===== config.mk =====
export PLATFORM = sky130hd
export DESIGN_NAME = audio_sample_sequencer
export DESIGN_NICKNAME = d
export VERILOG_FILES = /design/src/rtl/audio_sample_sequencer.sv
export SDC_FILE = /design/constraint.sdc
export NUM_CORES = 1
export LEC_CHECK = 0
export BUFFER_PORTS_ARGS = -buffer_cell sky130_fd_sc_hd__buf_4
export CORE_ASPECT_RATIO = 1.5
export CORE_MARGIN = 2
export CORE_UTILIZATION = 50
export DETAILED_ROUTE_END_ITERATION = 6
export GPL_ROUTABILITY_DRIVEN = 0
export PLACE_DENSITY = 0.72
export SYNTH_ARGS = -nofsm -noshare
export SYNTH_HDL_FRONTEND = slang
export SYNTH_SLANG_ARGS = --single-unit

===== constraint.sdc =====
create_clock -name Clk -period 2.2 [get_ports Clk]
set_input_delay 0.11 -clock Clk [delete_from_list [all_inputs] [get_ports Clk]]
set_output_delay 0.11 -clock Clk [all_outputs]
set_load 0.02 [all_outputs]

===== src/rtl/audio_sample_sequencer.sv =====
// Playback address generator for the audio sample ROM: waits for codec init, then walks a
// latched [start, end] window at one step per DIV-clock slot, gated by data_over.
module audio_sample_sequencer #(
   parameter int unsigned ADDR_W = 17,
   parameter int unsigned DIV    = 4,
   parameter int unsigned CNT_W  = 16
) (
   input  logic              Clk,
   input  logic              Reset,
   input  logic              INIT_FINISH,
   input  logic              data_over,
   input  logic              play,
   input  logic              stop,
   input  logic              pause,
   input  logic              loop_en,
   input  logic [ADDR_W-1:0] start_addr,
   input  logic [ADDR_W-1:0] end_addr,
   output logic              INIT,
   output logic [ADDR_W-1:0] Add,
   output logic              busy,
   output logic              done,
   output logic              step
);

   typedef enum logic [1:0] {StWaitInit, StIdle, StPlay, StPause} state_e;

   localparam logic [CNT_W-1:0] DivMax = CNT_W'(DIV - 1);

   state_e              r_state, w_state_d;
   logic [ADDR_W-1:0]   r_add, w_add_d;
   logic [ADDR_W-1:0]   r_start, w_start_d;
   logic [ADDR_W-1:0]   r_end, w_end_d;
   logic [CNT_W-1:0]    r_div, w_div_d;
   logic                r_loop, w_loop_d;
   logic                r_init;
   logic                r_step, w_step_d;
   logic                r_done, w_done_d;
   logic                w_busy;
   logic                w_restart;
   logic                w_slot;

   // Stop in IDLE is a no-op, so there a coincident play still starts playback.
   assign w_restart = play && ((r_state == StIdle) || (w_busy && !stop));
   assign w_slot    = (r_div == DivMax);

   always_ff @(posedge Clk or posedge Reset) begin
      if (Reset) begin
         r_state <= StWaitInit;
      end else begin
         r_state <= w_state_d;
      end
   end

   always_comb begin
      w_state_d = r_state;
      w_add_d   = r_add;
      w_div_d   = r_div;
      w_start_d = r_start;
      w_end_d   = r_end;
      w_loop_d  = r_loop;
      w_step_d  = 1'b0;
      w_done_d  = 1'b0;
      if (w_restart) begin
         w_state_d = StPlay;
         w_add_d   = start_addr;
         w_div_d   = '0;
         w_start_d = start_addr;
         w_end_d   = (start_addr > end_addr) ? start_addr : end_addr;
         w_loop_d  = loop_en;
      end else begin
         unique case (r_state)
            StWaitInit: begin
               if (INIT_FINISH) w_state_d = StIdle;
            end
            StIdle: begin
            end
            StPlay: begin
               if (stop) begin
                  w_state_d = StIdle;
                  w_add_d   = r_start;
                  w_div_d   = '0;
               end else if (pause) begin
                  w_state_d = StPause;
               end else begin
                  // Divider free-runs; a slot without data_over is simply lost.
                  w_div_d = w_slot ? '0 : r_div + 1'b1;
                  if (w_slot && data_over) begin
                     w_step_d = 1'b1;
                     if (r_add != r_end) begin
                        w_add_d = r_add + 1'b1;
                     end else if (r_loop) begin
                        w_add_d = r_start;
                     end else begin
                        w_done_d  = 1'b1;
                        w_state_d = StIdle;
                     end
                  end
               end
            end
            StPause: begin
               if (stop) begin
                  w_state_d = StIdle;
                  w_add_d   = r_start;
                  w_div_d   = '0;
               end else if (!pause) begin
                  w_state_d = StPlay;
               end
            end
            default: w_state_d = StWaitInit;
         endcase
      end
   end

   always_ff @(posedge Clk or posedge Reset) begin
      if (Reset) begin
         r_add   <= '0;
         r_div   <= '0;
         r_start <= '0;
         r_end   <= '0;
         r_loop  <= 1'b0;
         r_init  <= 1'b0;
         r_step  <= 1'b0;
         r_done  <= 1'b0;
      end else begin
         r_add   <= w_add_d;
         r_div   <= w_div_d;
         r_start <= w_start_d;
         r_end   <= w_end_d;
         r_loop  <= w_loop_d;
         r_init  <= 1'b1;
         r_step  <= w_step_d;
         r_done  <= w_done_d;
      end
   end

   always_comb begin
      w_busy = (r_state == StPlay) || (r_state == StPause);
   end

   assign busy = w_busy;
   assign INIT = r_init;
   assign Add  = r_add;
   assign step = r_step;
   assign done = r_done;

endmodule


# Word-level counts from Yosys, hierarchy flattened
# Cells that the tools add are included.
# op_classes
n_lt_le_gt_ge	1
n_addsub	2
mux	37
n_eq_ne	14
reduce_logical	12
# op_table
cell	n
17-bit two-way mux	8
16-bit two-way mux	5
17-bit case mux with 2 select lines	1
16-bit case mux with 2 select lines	1
5-bit inequality test (second input constant)	4
2-bit two-way mux	9
17-bit by 1-bit adder with 17-bit output (second input constant)	1
17-bit greater-than comparator	1
17-bit inequality test	1
16-bit by 1-bit adder with 16-bit output (second input constant)	1
16-bit by 2-bit == test with 1-bit output (second input constant)	1
1-bit two-way mux	12
4-bit inequality test (second input constant)	3
3-bit inequality test (second input constant)	2
2-bit case mux with 3 select lines	1
6-bit AND reduction	1
5-bit AND reduction	1
2-bit == test (second input constant)	2
4-bit nonzero test	1
1-bit logical AND	3
3-bit AND reduction	1
3-bit nonzero test	1
2-bit by 1-bit == test with 1-bit output (second input constant)	1
2-bit logical NOT	1
other kinds (2)	3
# word_totals
input_bits	42
out_inout_bits	21
register_bits	73
elab_cells	75

# Longest topological paths before layout
# Gate-level depths: netlist of the first run.
# logic_depth
word_depth	7
mapped_depth	9

# Least setup slack after synthesis of the first run
# No wires, ideal clock.
# synth_timing
kind	register to register
start	register r_add[10] (netlist: Add[10])
end	register r_add[5] (netlist: Add[5])
path_stages_with_launch	9
arrival_ns	2.007
path_slack_ns	0.072
period_less_slack_ns	2.128
required_time_ns	2.079
path_cell_list	dfrtp_1 -> buf_2 -> xor2_1 -> nor4_4 -> and2_1 -> buf_4 -> a2111oi_0 -> or3b_1 -> a22o_1
# synth_via
elab_chain_cells	7
elab_cells_between_ends	9
cone_classes	eq/ne: 2; mux: 6; reduce/logical: 1
# synth_lines
item	line_no	rtl
from (decl)	30	logic [ADDR_W-1:0] r_add, w_add_d;
from (signal assigned)	125	r_add <= w_add_d;
17-bit inequality test *	89	if (r_add != r_end) begin
17-bit two-way mux	89	
17-bit two-way mux	87	if (w_slot && data_over) begin
17-bit two-way mux	82	end else if (pause) begin
17-bit two-way mux	78	if (stop) begin
17-bit case mux with 2 select lines	71	unique case (r_state)
17-bit two-way mux	63	if (w_restart) begin
# Every way passes the cells marked *; elsewhere a longest branch is shown, timed or not. The select of a mux whose other input is x is not followed.
# A chain may end at the register's enable or synchronous reset.

# Worst setup path in the final report of the first run
# layout_timing
start	register r_add[2] (netlist: Add[2])
end	register r_add[9] (netlist: Add[9])
# layout_via
elab_chain_cells	7
elab_cells_between_ends	10
cone_classes	add/sub: 1; eq/ne: 2; mux: 6; reduce/logical: 1
# layout_lines
item	line_no
17-bit by 1-bit adder with 17-bit output or 17-bit inequality test (tied branches)	90, 89
17-bit two-way mux	89
17-bit two-way mux	87
17-bit two-way mux	82
17-bit two-way mux	78
17-bit case mux with 2 select lines	71
17-bit two-way mux	63
# Parallel ways exist; a longest one is shown, timed or not. The select of a mux whose other input is x is not followed.

==> impl_metrics.ini, run 1 <==
[outcome]
status = finished, final reports clean

[placed_design]
portBuffers = 62
detailed_place_hpwl_um = 11100
place_area_um2 = 5520

[detailed_routing]
drt_pass1_iterations = 5
vias = 4633
drc = 0
wl_per_cell_um = 19.3
initialDrtViolationCount = 325
ant_nets = 0
viasPerCell = 6.19
wl_um = 14500

[power_and_ir_drop]
p_leak_uw = 0.00280
ir_drop_mv = 0.842
powerDensity_nw_per_um2 = 1230

[setup_path]
critical-path-top-delay-family = simple AND/OR/NAND/NOR gates
critPathBufInv = 0
crit_fanout = 8
cp_data_required_time_ns = 2.48
path_cells = nand4_1 > or3_1 > or3_1 > or3_1 > o211ai_2 > a22o_1
startpoint_type = register
critPathMaxStageDelay_ns = 0.49
arrival_ns = 2.44
cpMostUsedCell = or3_1
crit_slowest_cell = dfrtp_1
path_class = register to register
endpoint_kind = register

[sta]
setup_viol = 0
hold_viol = 0
slew_headroom_pct = 56.2
fmax_mhz = 463
timing.final.crit_share_pct = 98.2
worstMarginPinSlew_ns = 0.657
finClkSkew_ns = 0.00547
finalMaxSlewViolations = 0
period_minus_slack_ns = 2.16
finalSetupTns_ns = 0

[yosys]
syn_inst = 534
ys_ff_latch = 73
ys_seq_area_share_pct = 39.1
postSynth.asyncResetShare_pct = 100
synthAdderAreaFrac_pct = 5.33
synth_ff_type = dfrtp_1
ys_types = 73
synth_mux_area_share_pct = 0.938
synth_compound_area_share_pct = 22.4
synth.avg_cell_area_um2 = 8.74
synth_edf_count = 0
synth_nets = 595
syn_area_um2 = 4670
ys_warn_count = 0
synth_top_family_by_area = compound AO/OA/AOI/OAI gates
synth_xor_area_share_pct = 4.88
yosys.area_share.simple_pct = 22.0

[clock_network]
numCtsBuffers = 9
cts_tree = yes
clk_pin_slew_ns = 0.06
clk_latency_ns = 0.34
root_buffer = clkbuf_16
h-tree-depth = 3
cts.sinks = 73
cts.path.max_buffers = 2

[layout]
area_growth_pct = 27.2
fin_nets = 693
final_layout_size_suffix_gt1_share_pct = 24.2
fin_util_pct = 64.9
design_area_um2 = 5940
n_antenna_cell = 0

[die]
fp.dieW_um = 82.9
placementRows = 43
dieArea_um2 = 10100
die-height_um = 122
ios = 63
initial_utilization_pct = 51.1
coreArea_um2 = 9150

[global_route]
grt_pass1_wl_um = 23400
grt_max_degree = 74
grt_usage_pct = 29.4
grt_overflow = 0
first_global_vias = 4741
antenna_found_initial = 0

[run]
drv_cap = 0

[min_path]
worstHoldPathType = input port to register
sequential cells by signal (all words and copies together), names as in the netlist:
name     flops
done         1
r_state      2
r_end       17
r_start     17
r_div       16
r_loop       1
INIT         1
step         1
Add         17
stage by stage:
stage	total power [uW]	std cells	hold WS, ns	setup slack (ns)
5_1_grt	7680	749	0.0391	-0.0118
3_5_place_dp	5650	727	0.240	-0.0200
3_3_place_gp	5550	727	0.231	0.0901
2_1_floorplan	4300	534	0.182	0.0719
4_1_cts	7110	746	0.0293	-0.0163
6_report	7280	749	0.0398	0.0405
power by group:
group          internal, uW  switching (uW)
clock                   876             571
sequential             1840             484
combinational          1530            1970
cells in the mapped netlist, types with 10 or more instances:
library cell	instances	area, um2
nand3_1	13	65.1
nor2_1	22	82.6
o21ai_0	17	85.1
nand2_1	97	364
o221ai_1	13	114
xor2_1	22	193
a22o_1	13	114
dfrtp_1	73	1830
ha_1	19	238
nand4_1	10	62.6
inv_1	35	131
a21oi_1	21	105
nor3_1	14	70.1
worst min-delay path: stages:
cell and delay [ns]:
buf_4 0.09, nand2_1 0.08, nand2_1 0.07
routing by layer:
layer  up-vias  GRT usage, %  wire [um]
met1      2245          32.8       5340
met4         0          19.6        842
li1       2160             -          -
met2       176          51.4       7470
met5         -             0          0
met3        52          5.04        796
area by class of cell:
type,instances,area [um2]
Inverter,35,131
Multi-Input combinational cell,402,2670
Clock inverter,5,56.3
Fill cell,785,3210
Sequential cell,73,1830
Timing Repair Buffer,111,882
Clock buffer,11,233
Tap cell,112,140
timing repair:
| action | 4_1_cts | 5_1_grt |
|---|---|---|
| pin swaps | 0 | 2 |
| buffers inserted | 0 | 3 |
| hold buffers | 3 | 0 |
| endpoints found under the hold margin | 75 | 0 |
| setup endpoints to repair | 5 | 29 |
| resized for setup | 2 | 16 |
cell families (layout without fill, tap and decap cells):
group,count (synthesis),after routing
buf+inv,59,162
mux,4,4
other cells,1,1
flops,73,73
fa+ha+maj,20,20
simple gates,210,210
compound gates,141,141
xor+xnor,26,26
worst paths after layout:
kind,from,to,slack (ns),cells after the start
min reg2reg,r_start[16],r_start[16],0.48,2
max,Add[2],Add[9],0.04,6
min,start_addr[2],r_start[2],0.04,3
max in group asynchronous,Reset,r_state[1],1.44,4
max reg2reg,Add[2],Add[9],0.04,6
min in group asynchronous,Reset,step,0.39,4
layout by cell type (no fill, tap or decap), drive strengths merged, types with 11 or more instances in the layout:
master,count
buf,108
nand2,98
dfrtp,73
inv,35
nor2,24
xor2,22
o21ai,22
a21oi,21
ha,19
nor3,14
o221ai,13
a22o,13
nand3,13
clkbuf,11
Power figures use the tool's default switching activity.
==> inputs of run 2 (changes only) <==
--- a/config.mk
+++ b/config.mk
@@ -8,10 +8,10 @@
 export BUFFER_PORTS_ARGS = -buffer_cell sky130_fd_sc_hd__buf_4
 export CORE_ASPECT_RATIO = 1.5
 export CORE_MARGIN = 2
-export CORE_UTILIZATION = 50
+export CORE_UTILIZATION = 37
 export DETAILED_ROUTE_END_ITERATION = 6
 export GPL_ROUTABILITY_DRIVEN = 0
-export PLACE_DENSITY = 0.72
+export PLACE_DENSITY = 0.56
 export SYNTH_ARGS = -nofsm -noshare
 export SYNTH_HDL_FRONTEND = slang
 export SYNTH_SLANG_ARGS = --single-unit
==> impl_metrics.ini, run 2 (synthesis results as in run 1) <==
[layout]
n_antenna_cell = 0
design_area_um2 = 6070
fin_nets = 697
final_layout_size_suffix_gt1_share_pct = 25.5
fin_util_pct = 49.0
area_growth_pct = 30.0
final_cell_mix = 107 x buf_4, 96 x nand2_1, 70 x dfrtp_1
final_common_cell = buf_4

[outcome]
status = finished, final reports clean

[clock_network]
clk_latency_ns = 0.33
numCtsBuffers = 9
root_buffer = clkbuf_16
clk_pin_slew_ns = 0.05
cts.sinks = 73
cts.path.max_buffers = 2
h-tree-depth = 3
cts_tree = yes

[run]
drv_cap = 0

[die]
ios = 63
dieArea_um2 = 13600
placementRows = 50
die-height_um = 142
initial_utilization_pct = 37.7
fp.dieW_um = 95.7
coreArea_um2 = 12400

[sta]
finalSetupTns_ns = 0
setup_viol = 0
finalMaxSlewViolations = 0
hold-worst-slack_ns = 0.0437
finClkSkew_ns = 0.00694
hold_viol = 0
setup_slack_ns = 0.0332
timing.final.crit_share_pct = 98.5
period_minus_slack_ns = 2.17
worstMarginPinSlew_ns = 0.584
fmax_mhz = 462
slew_headroom_pct = 61.1
rsz0062_at_grt = yes

[global_route]
grt_usage_pct = 23.3
grt_pass1_wl_um = 24000
grt_overflow = 0
grt_max_degree = 74
first_global_vias = 4557
antenna_found_initial = 0

[setup_path]
arrival_ns = 2.44
cp_data_required_time_ns = 2.47
endpoint_kind = register
ff2ff_setup_slack_ns = 0.03
startpoint_type = register
path_class = register to register
crit_fanout = 6

[power_and_ir_drop]
powerDensity_nw_per_um2 = 1220
ir_drop_mv = 0.638
p_leak_uw = 0.00283

[detailed_routing]
wl_per_cell_um = 19.3
wl_um = 15300
ant_nets = 0
drc = 0
drt_pass1_iterations = 5
viasPerCell = 5.76
vias = 4583
initialDrtViolationCount = 320

[placed_design]
place_area_um2 = 5610
place_ws_ns = -0.102
detailed_place_hpwl_um = 11600
portBuffers = 62

[min_path]
worstHoldPathType = input port to register
## run 2: changes by cell type in the layout (fill, tap and decap cells not counted), sizes merged
cell	delta
clkinv	-3
clkbuf	+2
buf	+4
## run 2: what timing repair did
action / 4_1_cts / 5_1_grt
pin swaps: 1 / 5
hold buffers: 3 / 0
resized for setup: 3 / 25
setup buffers: 0 / 4
hold endpoints to repair: 75 / 0
setup endpoints to repair: 15 / 28
## run 2: stage by stage
stage          cells  total power (uW)
4_1_cts          792              7310
5_1_grt          796              7900
6_report         796              7440
3_5_place_dp     774              5770
2_1_floorplan    534              4300
3_3_place_gp     774              5740
## run 2: power by group
group          internal [uW]  total [uW]  switching, uW  leakage (uW)
clock network            935        1480            548      0.000142
logic                   1570        3680           2100       0.00177
registers               1840        2280            432      0.000923
## run 2: worst max-delay path: stages, from the launching register on
cell and delay [ns]:
dfrtp_1 0.37, buf_6 0.13, nand4_1 0.19, or3_4 0.44, or3_4 0.35, or3_4 0.34
o211ai_2 0.13, a22o_1 0.15
## run 2: path summary, 6_finish.rpt
path                               start           to  cells past startpoint
max                               Add[0]       Add[9]                      7
min                        start_addr[7]   r_start[7]                      3
max reg2reg                       Add[0]       Add[9]                      7
min reg2reg                   r_start[1]   r_start[1]                      2
max in group asynchronous          Reset       Add[3]                      4
min in group asynchronous          Reset  r_start[10]                      4
## run 2: cell type report
cell class                      count  area (um2)
Fill cell                        1208        6310
Tap cell                          156         195
Multi-Input combinational cell    402        2690
Clock buffer                       13         260
Clock inverter                      2        37.5
Timing Repair Buffer              115         925
Inverter                           35         131
Sequential cell                    73        1830
## run 2: per-layer routing
| metal | GRT usage, % | part of all wire (%) |
|---|---|---|
| met1 | 27.7 | 39 |
| met4 | 9.32 | 3.1 |
| met5 | 0 | 0 |
| met2 | 41.4 | 54 |
| met3 | 3.08 | 4.1 |
==> inputs of run 3 (changes only) <==
--- a/config.mk
+++ b/config.mk
@@ -11,7 +11,7 @@
 export CORE_UTILIZATION = 37
 export DETAILED_ROUTE_END_ITERATION = 6
 export GPL_ROUTABILITY_DRIVEN = 0
-export PLACE_DENSITY = 0.56
+export PLACE_DENSITY = 0.58
 export SYNTH_ARGS = -nofsm -noshare
 export SYNTH_HDL_FRONTEND = slang
 export SYNTH_SLANG_ARGS = --single-unit
==> constraint.sdc (replaced) <==
create_clock -name Clk -period 1.9 [get_ports Clk]
set_input_delay 0.095 -clock Clk [delete_from_list [all_inputs] [get_ports Clk]]
set_output_delay 0.095 -clock Clk [all_outputs]
set_load 0.02 [all_outputs]
==> impl_metrics.ini, run 3 (synthesis results as in run 1) <==
[setup_path]
arrival_ns = 2.33
path_cells = or4b_4 > nor2_4 > nand3_4 > buf_4 > o211a_4 > mux2_4
startpoint_type = register
crit_fanout = 7
r2r-start = r_state[1]
critPathBufInv = 1
critPathMaxStageDelay_ns = 0.53
cp_data_required_time_ns = 2.13
worstRegToRegCells = 6
path_depth = 6
path_class = register to register
worstSetupStartpoint = r_state[1]
critical-path-top-delay-family = simple AND/OR/NAND/NOR gates
endpoint_kind = register
crit_slowest_cell = or4b_4

[min_path]
hold_path_depth = 3
hp-start = start_addr[7]
worstHoldPathType = input port to register

[global_route]
grt_overflow = 0
antenna_found_initial = 0
first_global_vias = 5385
grt_max_degree = 28
grt_pass1_wl_um = 27500
grt_usage_pct = 26.8

[sta]
setup_viol = 20
timing.final.crit_share_pct = 111
setup_slack_ns = -0.203
fmax_mhz = 475
period_minus_slack_ns = 2.10
finClkSkew_ns = 0.00599
slew_headroom_pct = 64.9
finalMaxSlewViolations = 0
hold_viol = 0
worstMarginPinSlew_ns = 0.526
rsz0062_at_grt = yes
hold-worst-slack_ns = 0.0134

[clock_network]
cts_tree = yes
clk_pin_slew_ns = 0.06
h-tree-depth = 3
numCtsBuffers = 9
cts.sinks = 73
root_buffer = clkbuf_16
cts.path.max_buffers = 2
clk_latency_ns = 0.34

[placed_design]
portBuffers = 62
detailed_place_hpwl_um = 13200
placedCellCount = 869
place_area_um2 = 6360

[layout]
area_growth_pct = 56.2
design_area_um2 = 7290
n_antenna_cell = 0
final_cell_mix = 201 x buf_4, 94 x nand2_1, 61 x dfrtp_1
instances_no_fill = 907
fin_util_pct = 58.9
final_common_cell = buf_4
fin_nets = 807
final_layout_size_suffix_gt1_share_pct = 42.5

[power_and_ir_drop]
p_seq_share_pct = 27.1
sw_frac_of_total_pct = 41.4
powerDensity_nw_per_um2 = 1370
p_int_uw = 5860
total_power_uw = 10000
pwr-share-clk_pct = 17.3
ir_drop_mv = 0.713
p_leak_uw = 0.00349
pwr-share-comb_pct = 55.5
p_sw_uw = 4140

[die]
die-height_um = 142
fp.dieW_um = 95.7
placementRows = 50
dieArea_um2 = 13600
coreArea_um2 = 12400
initial_utilization_pct = 37.7
ios = 63

[detailed_routing]
wl_um = 17700
drt_pass1_iterations = 5
viasPerCell = 5.74
wl_per_cell_um = 19.5
vias = 5207
initialDrtViolationCount = 356
ant_nets = 0
drc = 0

[outcome]
failed_checks = setup timing
status = finished with violations

[run]
drv_cap = 0
## run 3: worst paths after layout
check | to | slack [ns]
max reg2reg | Add[4] | -0.20
min reg2reg | r_start[0] | 0.47
min in group asynchronous | r_div[1] | 0.35
max | Add[4] | -0.20
max in group asynchronous | Add[10] | 1.02
min | r_start[7] | 0.01
## run 3: stage by stage
step	setup slack, ns	setup TNS (ns)
2_1_floorplan	-0.108	-0.179
3_3_place_gp	-0.214	-3.27
3_5_place_dp	-0.232	-4.55
4_1_cts	-0.180	-2.07
5_1_grt	-0.272	-4.57
6_report	-0.203	-2.80
## run 3: power by group through the flow
stage          registers (uW)  clock network, uW  logic (uW)
2_1_floorplan            2800                  0        2250
6_report                 2720               1730        5560
3_3_place_gp             2650                  0        4580
3_5_place_dp             2670                  0        4640
4_1_cts                  2670               1750        5210
5_1_grt                  2760               1840        5950
## run 3: timing repair
action / in CTS / in global routing
resized for setup: 59 / 36
hold endpoints to repair: 21 / 0
endpoints found under the setup margin: 21 / 28
pin swaps: 12 / 11
buffers inserted: 7 / 9
cloned: 2 / 1
hold buffers: 3 / 0
## run 3: per-layer routing
layer  global-route usage (%)  vias to the layer above  wire length [um]
met5                        0                        -                 0
met4                     17.8                        0              1260
met3                     3.93                       82               747
met2                     45.7                      202              8950
met1                     30.4                     2541              6740
li1                         -                     2382                 -
## run 3: final cells by class
cell class / instances / area [um2]
Inverter: 35 / 138
Multi-Input combinational cell: 402 / 2980
Clock inverter: 5 / 56.3
Tap cell: 156 / 195
Sequential cell: 73 / 1840
Clock buffer: 11 / 243
Timing Repair Buffer: 225 / 1840
Fill cell: 1101 / 5090
## run 3: worst reg2reg max path, cell delays in order (launching register included)
cell     delay [ns]
dfrtp_1        0.48
or4b_4         0.53
nor2_4         0.12
nand3_4        0.10
buf_4          0.17
o211a_4        0.29
mux2_4         0.31
